## src/rtl/instruction_fetch_unit.sv

```systemverilog
// Purpose : fetch stage; takes the PC on fetch_go, issues one valid/ready
//           read to instruction memory and holds the returned word for decode.
// Latency : fetch_go -> req_valid in 1 cycle. With zero memory wait, ir_valid
//           and the earliest pc_advance come 3 cycles after fetch_go.
// Backpressure: imem_req_addr is held until imem_req_ready. ir_instr/ir_pc are
//           held until ir_ready. fetch_go is ignored outside IDLE.
// Ports   : clk/reset (synchronous, active-high); pc_in/fetch_go/flush from
//           the PC stage; imem_req_* and imem_rsp_* to instruction memory;
//           ir_* to decode; pc_advance is the PC enable; fetch_fault and
//           fetch_timeout are 1-cycle status pulses; fetch_count counts
//           retired fetches.
module instruction_fetch_unit #(
  parameter int XLEN           = 32,
  parameter int TIMEOUT_CYCLES = 64,
  parameter int CNT_W          = 32
) (
  input  logic             clk,
  input  logic             reset,
  input  logic [XLEN-1:0]  pc_in,
  input  logic             fetch_go,
  input  logic             flush,
  output logic             imem_req_valid,
  input  logic             imem_req_ready,
  output logic [XLEN-1:0]  imem_req_addr,
  input  logic             imem_rsp_valid,
  input  logic [XLEN-1:0]  imem_rsp_data,
  output logic             ir_valid,
  input  logic             ir_ready,
  output logic [XLEN-1:0]  ir_instr,
  output logic [XLEN-1:0]  ir_pc,
  output logic             pc_advance,
  output logic             fetch_fault,
  output logic             fetch_timeout,
  output logic [CNT_W-1:0] fetch_count
);

  localparam int TW = (TIMEOUT_CYCLES > 2) ? $clog2(TIMEOUT_CYCLES) : 1;
  localparam logic [TW-1:0] TMAX = TW'(TIMEOUT_CYCLES - 1);

  typedef enum logic [2:0] {
    IDLE  = 3'd0,
    REQ   = 3'd1,
    WAIT  = 3'd2,
    DRAIN = 3'd3,
    HOLD  = 3'd4
  } state_t;

  state_t            state_q, state_d;
  logic [XLEN-1:0]   pc_q, pc_d;
  logic [XLEN-1:0]   instr_q, instr_d;
  logic [TW-1:0]     tcnt_q, tcnt_d;
  logic              fault_q, fault_d;
  logic              tmo_q, tmo_d;
  logic [CNT_W-1:0]  count_q, count_d;
  logic              advance;

  always_ff @(posedge clk) begin
    if (reset) begin
      state_q <= IDLE;
      pc_q    <= '0;
      instr_q <= '0;
      tcnt_q  <= '0;
      fault_q <= 1'b0;
      tmo_q   <= 1'b0;
      count_q <= '0;
    end else begin
      state_q <= state_d;
      pc_q    <= pc_d;
      instr_q <= instr_d;
      tcnt_q  <= tcnt_d;
      fault_q <= fault_d;
      tmo_q   <= tmo_d;
      count_q <= count_d;
    end
  end

  // Combinational so the PC register updates on the decode handshake edge.
  assign advance = (state_q == HOLD) && ir_ready && !flush;

  always_comb begin
    state_d = state_q;
    pc_d    = pc_q;
    instr_d = instr_q;
    fault_d = 1'b0;
    tmo_d   = 1'b0;
    count_d = count_q;

    unique case (state_q)
      IDLE: begin
        if (flush) begin
          state_d = IDLE;
        end else if (fetch_go && (pc_in[1:0] != 2'b00)) begin
          fault_d = 1'b1;
        end else if (fetch_go) begin
          pc_d    = pc_in;
          state_d = REQ;
        end
      end
      REQ: begin
        if (imem_req_ready) state_d = flush ? DRAIN : WAIT;
        else if (flush)     state_d = IDLE;  // request withdrawn, never accepted
      end
      WAIT: begin
        if (imem_rsp_valid) begin
          if (flush) begin
            state_d = IDLE;
          end else begin
            instr_d = imem_rsp_data;
            state_d = HOLD;
          end
        end else if (flush) begin
          state_d = DRAIN;
        end else if (tcnt_q == TMAX) begin
          tmo_d   = 1'b1;
          state_d = IDLE;
        end
      end
      DRAIN: begin
        // The accepted request still owes one beat; swallow it.
        if (imem_rsp_valid) begin
          state_d = IDLE;
        end else if (tcnt_q == TMAX) begin
          tmo_d   = 1'b1;
          state_d = IDLE;
        end
      end
      HOLD: begin
        if (flush) begin
          state_d = IDLE;
        end else if (ir_ready) begin
          count_d = count_q + 1'b1;
          state_d = IDLE;
        end
      end
      default: state_d = IDLE;
    endcase

    // Timeout counter restarts on entry to WAIT and again on entry to DRAIN,
    // so a flushed fetch gets a fresh budget for its trailing response.
    if (((state_q == WAIT) || (state_q == DRAIN)) && (state_d == state_q))
      tcnt_d = tcnt_q + 1'b1;
    else
      tcnt_d = '0;
  end

  assign imem_req_valid = (state_q == REQ);
  assign imem_req_addr  = pc_q;
  assign ir_valid       = (state_q == HOLD);
  assign ir_instr       = instr_q;
  assign ir_pc          = pc_q;
  assign pc_advance     = advance;
  assign fetch_fault    = fault_q;
  assign fetch_timeout  = tmo_q;
  assign fetch_count    = count_q;

endmodule

```

## config.mk

```make
export PLATFORM = sky130hd
export DESIGN_NAME = instruction_fetch_unit
export DESIGN_NICKNAME = d
export VERILOG_FILES = /design/src/rtl/instruction_fetch_unit.sv
export SDC_FILE = /design/constraint.sdc
export NUM_CORES = 1
export LEC_CHECK = 0
export CAP_MARGIN = 20
export CORE_MARGIN = 1.5
export CORE_UTILIZATION = 40
export CTS_CLUSTER_SIZE = 16
export DETAILED_ROUTE_END_ITERATION = 16
export GPL_ROUTABILITY_DRIVEN = 0
export PLACE_DENSITY = 0.84
export SLEW_MARGIN = 20
export SYNTH_ARGS = -nofsm -noshare
export SYNTH_HDL_FRONTEND = slang
export SYNTH_SLANG_ARGS = --single-unit
```

## constraint.sdc

```tcl
create_clock -name clk -period 3.3 [get_ports clk]
set_clock_uncertainty 0.1 [all_clocks]
set_input_delay 0.495 -clock clk [delete_from_list [all_inputs] [get_ports clk]]
set_output_delay 0.495 -clock clk [all_outputs]
set_load 0.02 [all_outputs]
```

# ---- Word level (Yosys, flattened, before mapping)
# Cells that the tools add are included.
dict set report totals {
  word_cells 52
  regBits 107
  out_inout_bits 133
}
dict set report op_classes {
  n_reduce_logical 13
  n_eq_ne 6
  muxes 20
  addsub 2
  bitwise_logic 4
}
# cell n
set ops {}
lappend ops {{$mux W3} 12}
lappend ops {{$add A32 B1 Y32 const B} 1}
lappend ops {{$pmux W3 S5} 1}
lappend ops {{$add A6 B1 Y6 const B} 1}
lappend ops {{$eq A3 B2 Y1 const B} 2}
lappend ops {{$eq A6 B6 Y1 const B} 1}
lappend ops {{$mux W1} 6}
lappend ops {{$reduce_and A3 Y1} 2}
lappend ops {{$logic_and A1 B1 Y1} 4}
lappend ops {{$not A1 Y1} 4}
lappend ops {{$reduce_and A4 Y1} 1}
lappend ops {{$eq A3 B1 Y1 const B} 1}
lappend ops {{$eq A3 B3 Y1} 1}
lappend ops {{$eq A3 B3 Y1 const B} 1}
lappend ops {{$logic_not A3 Y1} 1}
lappend ops {{$reduce_or A3 Y1} 1}
lappend ops {{$pmux W1 S2} 1}
lappend ops {{$reduce_bool A2 Y1} 1}
lappend ops {{$reduce_or A2 Y1} 1}
lappend ops {{$logic_not A1 Y1} 1}
lappend ops {{$logic_or A1 B1 Y1} 1}

# ---- Logic depth before layout (Yosys ltp)
dict set report logic_depth {
  ltp_word 9
  depth_mapped 7
}

# ---- Least setup slack after synthesis
# Ideal clock, no wire load.
dict set report synth_path {
  path_type {input to register}
  start {input port flush}
  end {register count_q[30], in the netlist fetch_count[30]}
  cell_stages 6
  path_buffers 2
  setup_slack_ns 0.826
  required_time_ns 3.130
  t_arrival_ns 2.304
  cell_sequence {buf_6 or4b_4 or4_1 buf_2 or4_1 a21oi_1}
}
dict set report synth_between {
  elab_chain_cells 2
}
# element line
set synth_lines {}
lappend synth_lines {{start: declaration} 21} ;# input logic flush,
lappend synth_lines {{$not A1 Y1 (no line)} -}
lappend synth_lines {{$reduce_and A3 Y1 (no line)} -}
lappend synth_lines {{end signal: assignment} 73} ;# count_q <= count_d;
lappend synth_lines {{end: declaration} 54} ;# logic [CNT_W-1:0] count_q, count_d;
# Every way passes these cells.
# A chain may end at the register's enable or synchronous reset.

# ---- Worst setup path after layout
dict set report layout_path {
  start {input port flush}
  end {output port pc_advance}
}
dict set report layout_between {
  elab_chain_cells 2
}
# element line
set layout_lines {}
lappend layout_lines {{$logic_not A1 Y1} 78} ;# assign advance = (state_q == HOLD) && ir_ready && !flush;
lappend layout_lines {{$logic_and A1 B1 Y1} 78}
lappend layout_lines {{end: declaration} 31} ;# output logic pc_advance,
# Every way passes these cells.

==> results by stage <==
Cells and area:
- 0 antenna diodes ended up in the layout.
- The layout overhead on the synthesized area is 48.44%.
- The final core area utilization is 61.96%.
- The fraction of final layout cells with drive strength greater than 1 is 4.552%.
- The net count of the finished layout is roughly 800.

Clocking:
- The TritonCTS buffer count is 9.
- The master cell of the clock root buffer is sky130_fd_sc_hd__clkbuf_16.
- After clock tree synthesis, the clock-pin slew on the worst setup and hold paths is ~0.07 ns.
- The total of hold buffers inserted after clock tree synthesis is 0.
- At the later pin of the worst-skew pair, clock insertion delay measures about 0.34 ns.
- The number of buffers inserted by post-CTS setup repair is 0.
- Post-CTS repair changed the size of 0 cells.
- The depth of the CTS H-tree is 3.
- Counting every sink on the clock net gives 107.
- The clock tree from TritonCTS is yes.
- The largest buffer count on any clock path is 2.

Synthesis:
- The post-synthesis net count is 639.
- The distinct cell type count after synthesis is 38.
- Synthesis inferred about 110 register bits.
- sky130_fd_sc_hd__dfxtp_1 takes more of the synthesized area than any other cell.
- After synthesis the cells add up to between 4000 and 5000 um^2.
- The sequential area share after synthesis is between 40 and 50%.
- Ranked by instance count, the synthesized netlist is headed by sky130_fd_sc_hd__nand2_1, sky130_fd_sc_hd__dfxtp_1, sky130_fd_sc_hd__a21oi_1, sky130_fd_sc_hd__buf_4, sky130_fd_sc_hd__clkbuf_1.
- The area share of the largest cell type after synthesis is between 40% and 50%.
- By area the synthesized netlist is led by sky130_fd_sc_hd__dfxtp_1, sky130_fd_sc_hd__nand2_1, sky130_fd_sc_hd__a21oi_1.
- The count of synthesis-stage warnings from yosys is 0.
- Of all flip-flops after synthesis, the portion carrying an async set or reset was 0%.
- The mean instance size in the synthesized netlist is approximately 8.1 um^2.
- Synthesis handed over a netlist of 566 instances.
- By instance count, the leading cell after synthesis is sky130_fd_sc_hd__nand2_1.
- The main flop type after synthesis is sky130_fd_sc_hd__dfxtp_1.
- The number of enable flip-flop cells after synthesis is 0.

Critical path:
- The total buffers and inverters traversed by the critical path is 4.
- The maximum cell stage delay along the critical path is about 0.6 ns.
- The top cell family by delay on the critical path is buffers and inverters.
- The worst setup slack for register-to-register paths is 0.71 ns.
- Walking the worst path, the cells encountered are clkdlybuf4s50_1, buf_4, nor4b_2, nand2_1, inv_1, clkdlybuf4s50_1.
- Counting cells, the worst reg-to-reg path comes to 4.
- The master of the slowest instance on the critical path is sky130_fd_sc_hd__clkdlybuf4s50_1.
- The most numerous cell on the critical path is sky130_fd_sc_hd__clkdlybuf4s50_1.
- The arrival time of the worst setup path is approximately 2.2 ns.
- The launching point of the worst reg2reg path is fetch_count[4].
- The endpoint type of the worst setup path is an output port.
- The critical path launch point type is a primary input.
- The critical path start-end classification is in -> out.
- At the worst endpoint, the required time is roughly 2.7 ns.
- The largest fanout of any net on the critical path is 8.
- In this run the critical register-to-register path is captured at fetch_count[23].

Global route:
- The number of antenna violations at the first check in global routing is 0.
- The remaining global-route overflow is 0.
- The first global-routing pass estimated around 20,000 um of wire.
- For this run, global-route usage on met2 was measured as between 30% and 40%.
- The met3 track utilization from global routing is 3.939%.
- In the global route stage, met1 resource usage came out at between 20 and 25%.
- The global-route total usage across every layer is approximately 21%.
- The number of global-route vias before repair is 4,129.
- The maximum number of pins on one net before global-route repair is slightly below 70.
- The global-route layer with the greatest usage is met2.

STA:
- Setup violations remaining at the end of the flow were counted as 0.
- The peak clock frequency supported by timing is around 350 MHz.
- Setup repair after global routing left no endpoint under its margin.
- The final-report max-slew violation count is 0.
- The worst pin sits at a relative slew slack of 53.36%.
- Setup total negative slack on the finished layout was measured at 0 ns.
- The routed design could run at a clock period as short as around 2.8 ns.
- The worst-margin pin slew is around 0.7 ns.
- The final count of hold timing violations is 0.
- The post-route fraction of the period consumed by the critical path is a little under nine tenths.

Routing:
- For this block, the routed nets add up to roughly 13,000 um of wire.
- In this run the remaining antenna-violating nets after routing total 0.
- After detailed routing, the number of remaining DRC violations is 0.
- Before antenna repair, the detailed router went through 5 iterations.
- The post-detailed-route via-to-cell ratio is ~5.2.
- The vias after detailed routing is roughly 4,500.
- The first routing iteration left 340 violations.
- The routed length per placed instance is roughly 15 um.

Worst hold path:
- The worst hold path terminates at ir_instr[2].
- The worst hold path was traced through 2 stages.
- The worst hold path begins at ir_instr[2].
- The tightest min-delay check is of the reg -> reg type.

Run status:
- The run finished with clean final reports.

Power:
- Power spread over the standard cell area amounts to around 390 nW/um^2.
- IR analysis of the VDD net gives a maximum drop of roughly 0.24 mV.
- For this design the static power due to leakage is ~2.2 nW.

Floorplanning:
- The y dimension of the die is between 100 and 150 um.
- The total area inside the core boundary comes to ~11,000 um^2.
- The initial utilization of the core area, before any placement, comes to a little over two fifths.
- The die is ~110 um wide.
- The area of the die is ~12,000 um^2.
- During I/O placement, the number of pins put on the boundary was just over 200.
- The number of core rows is 38.

Job:
- The total of max-cap violations is 0.

Placement:
- After legalization and detailed placement, the total HPWL measured approximately 9200 um.
- The count of input and output buffers is slightly above 200.
[worst max path at each step]
| stage | start | endpoint | cells past startpoint |
|---|---|---|---|
| 6_report | flush | pc_advance | 6 |
| 4_1_cts | flush | pc_advance | 6 |
| 3_5_place_dp | flush | fetch_count[28] | 5 |
| 2_1_floorplan | flush | fetch_count[30] | 6 |
| 5_1_grt | flush | pc_advance | 6 |
| 3_3_place_gp | flush | fetch_count[28] | 5 |
[cell type report]
class | instances | area (um^2)
repair buffers | 211 | 2102
flip-flops and latches | 107 | 2142
inverters | 4 | 15.01
multi-input cells | 387 | 2043
fillers | 934 | 4178
clock inverters | 6 | 88.84
well taps | 140 | 175.2
clock buffers | 10 | 239.0
[state kept, by name (all words and copies together) (netlist names)]
name / count
fetch_count: 32
fetch_fault: 1
fetch_timeout: 1
imem_req_addr: 32
ir_instr: 32
state_q: 3
tcnt_q: 6
[cells in the final DEF (no fill, tap or decap), types with 9 or more instances in the layout]
master,count
sky130_fd_sc_hd__clkdlybuf4s50_1,202
sky130_fd_sc_hd__nand2_1,143
sky130_fd_sc_hd__dfxtp_1,107
sky130_fd_sc_hd__a21oi_1,84
sky130_fd_sc_hd__nor2_1,17
sky130_fd_sc_hd__or4_1,16
sky130_fd_sc_hd__nand3_1,14
sky130_fd_sc_hd__o31ai_1,14
sky130_fd_sc_hd__nor4_1,13
sky130_fd_sc_hd__nand4_1,12
sky130_fd_sc_hd__xor2_1,9
sky130_fd_sc_hd__clkbuf_16,9
[worst register-to-register path, delay by kind of cell, from the launching register on]
family / cells / cell delay (ns)
and+or+nand+nor: 3 / 1.56
muxes: 1 / 0.38
DFF: 1 / 0.45
[cells by family after synthesis]
kind of cell | after synthesis | synth area share, %
AND/OR/NAND/NOR | 256 | 26.91
flip-flops | 107 | 46.72
buffers and inverters | 72 | 8.706
AO/OA/AOI/OAI | 111 | 13.40
XOR/XNOR | 13 | 2.484
multiplexers | 5 | 1.228
adder cells (fa/ha/maj) | 2 | 0.5458
[power breakdown]
part	internal [mW]	switching [mW]	total [mW]
registers	1.30	0.00766	1.31
clock network	0.686	0.472	1.16
logic	0.115	0.0846	0.200
total	2.10	0.564	2.67
[stage by stage]
step / setup slack [ns] / area (um^2) / hold WS [ns] / instances / power [mW]
after floorplan: 0.8255 / 4584 / 0.3578 / 566 / 1.415
after global placement: 0.4376 / 6477 / 0.3414 / 849 / 1.533
after detailed placement: 0.3711 / 6477 / 0.3470 / 849 / 1.537
after CTS: 0.4745 / 6805 / 0.3571 / 865 / 2.690
after global routing: 0.4098 / 6805 / 0.3703 / 865 / 2.767
final: 0.4694 / 6805 / 0.3563 / 865 / 2.665
[metal layers]
layer | up-vias | wire [um]
met5 | - | 0
met4 | 0 | 344
met3 | 24 | 903
met2 | 184 | 6299
met1 | 2063 | 5031
li1 | 2227 | -
(Power assumes the default switching activity.)
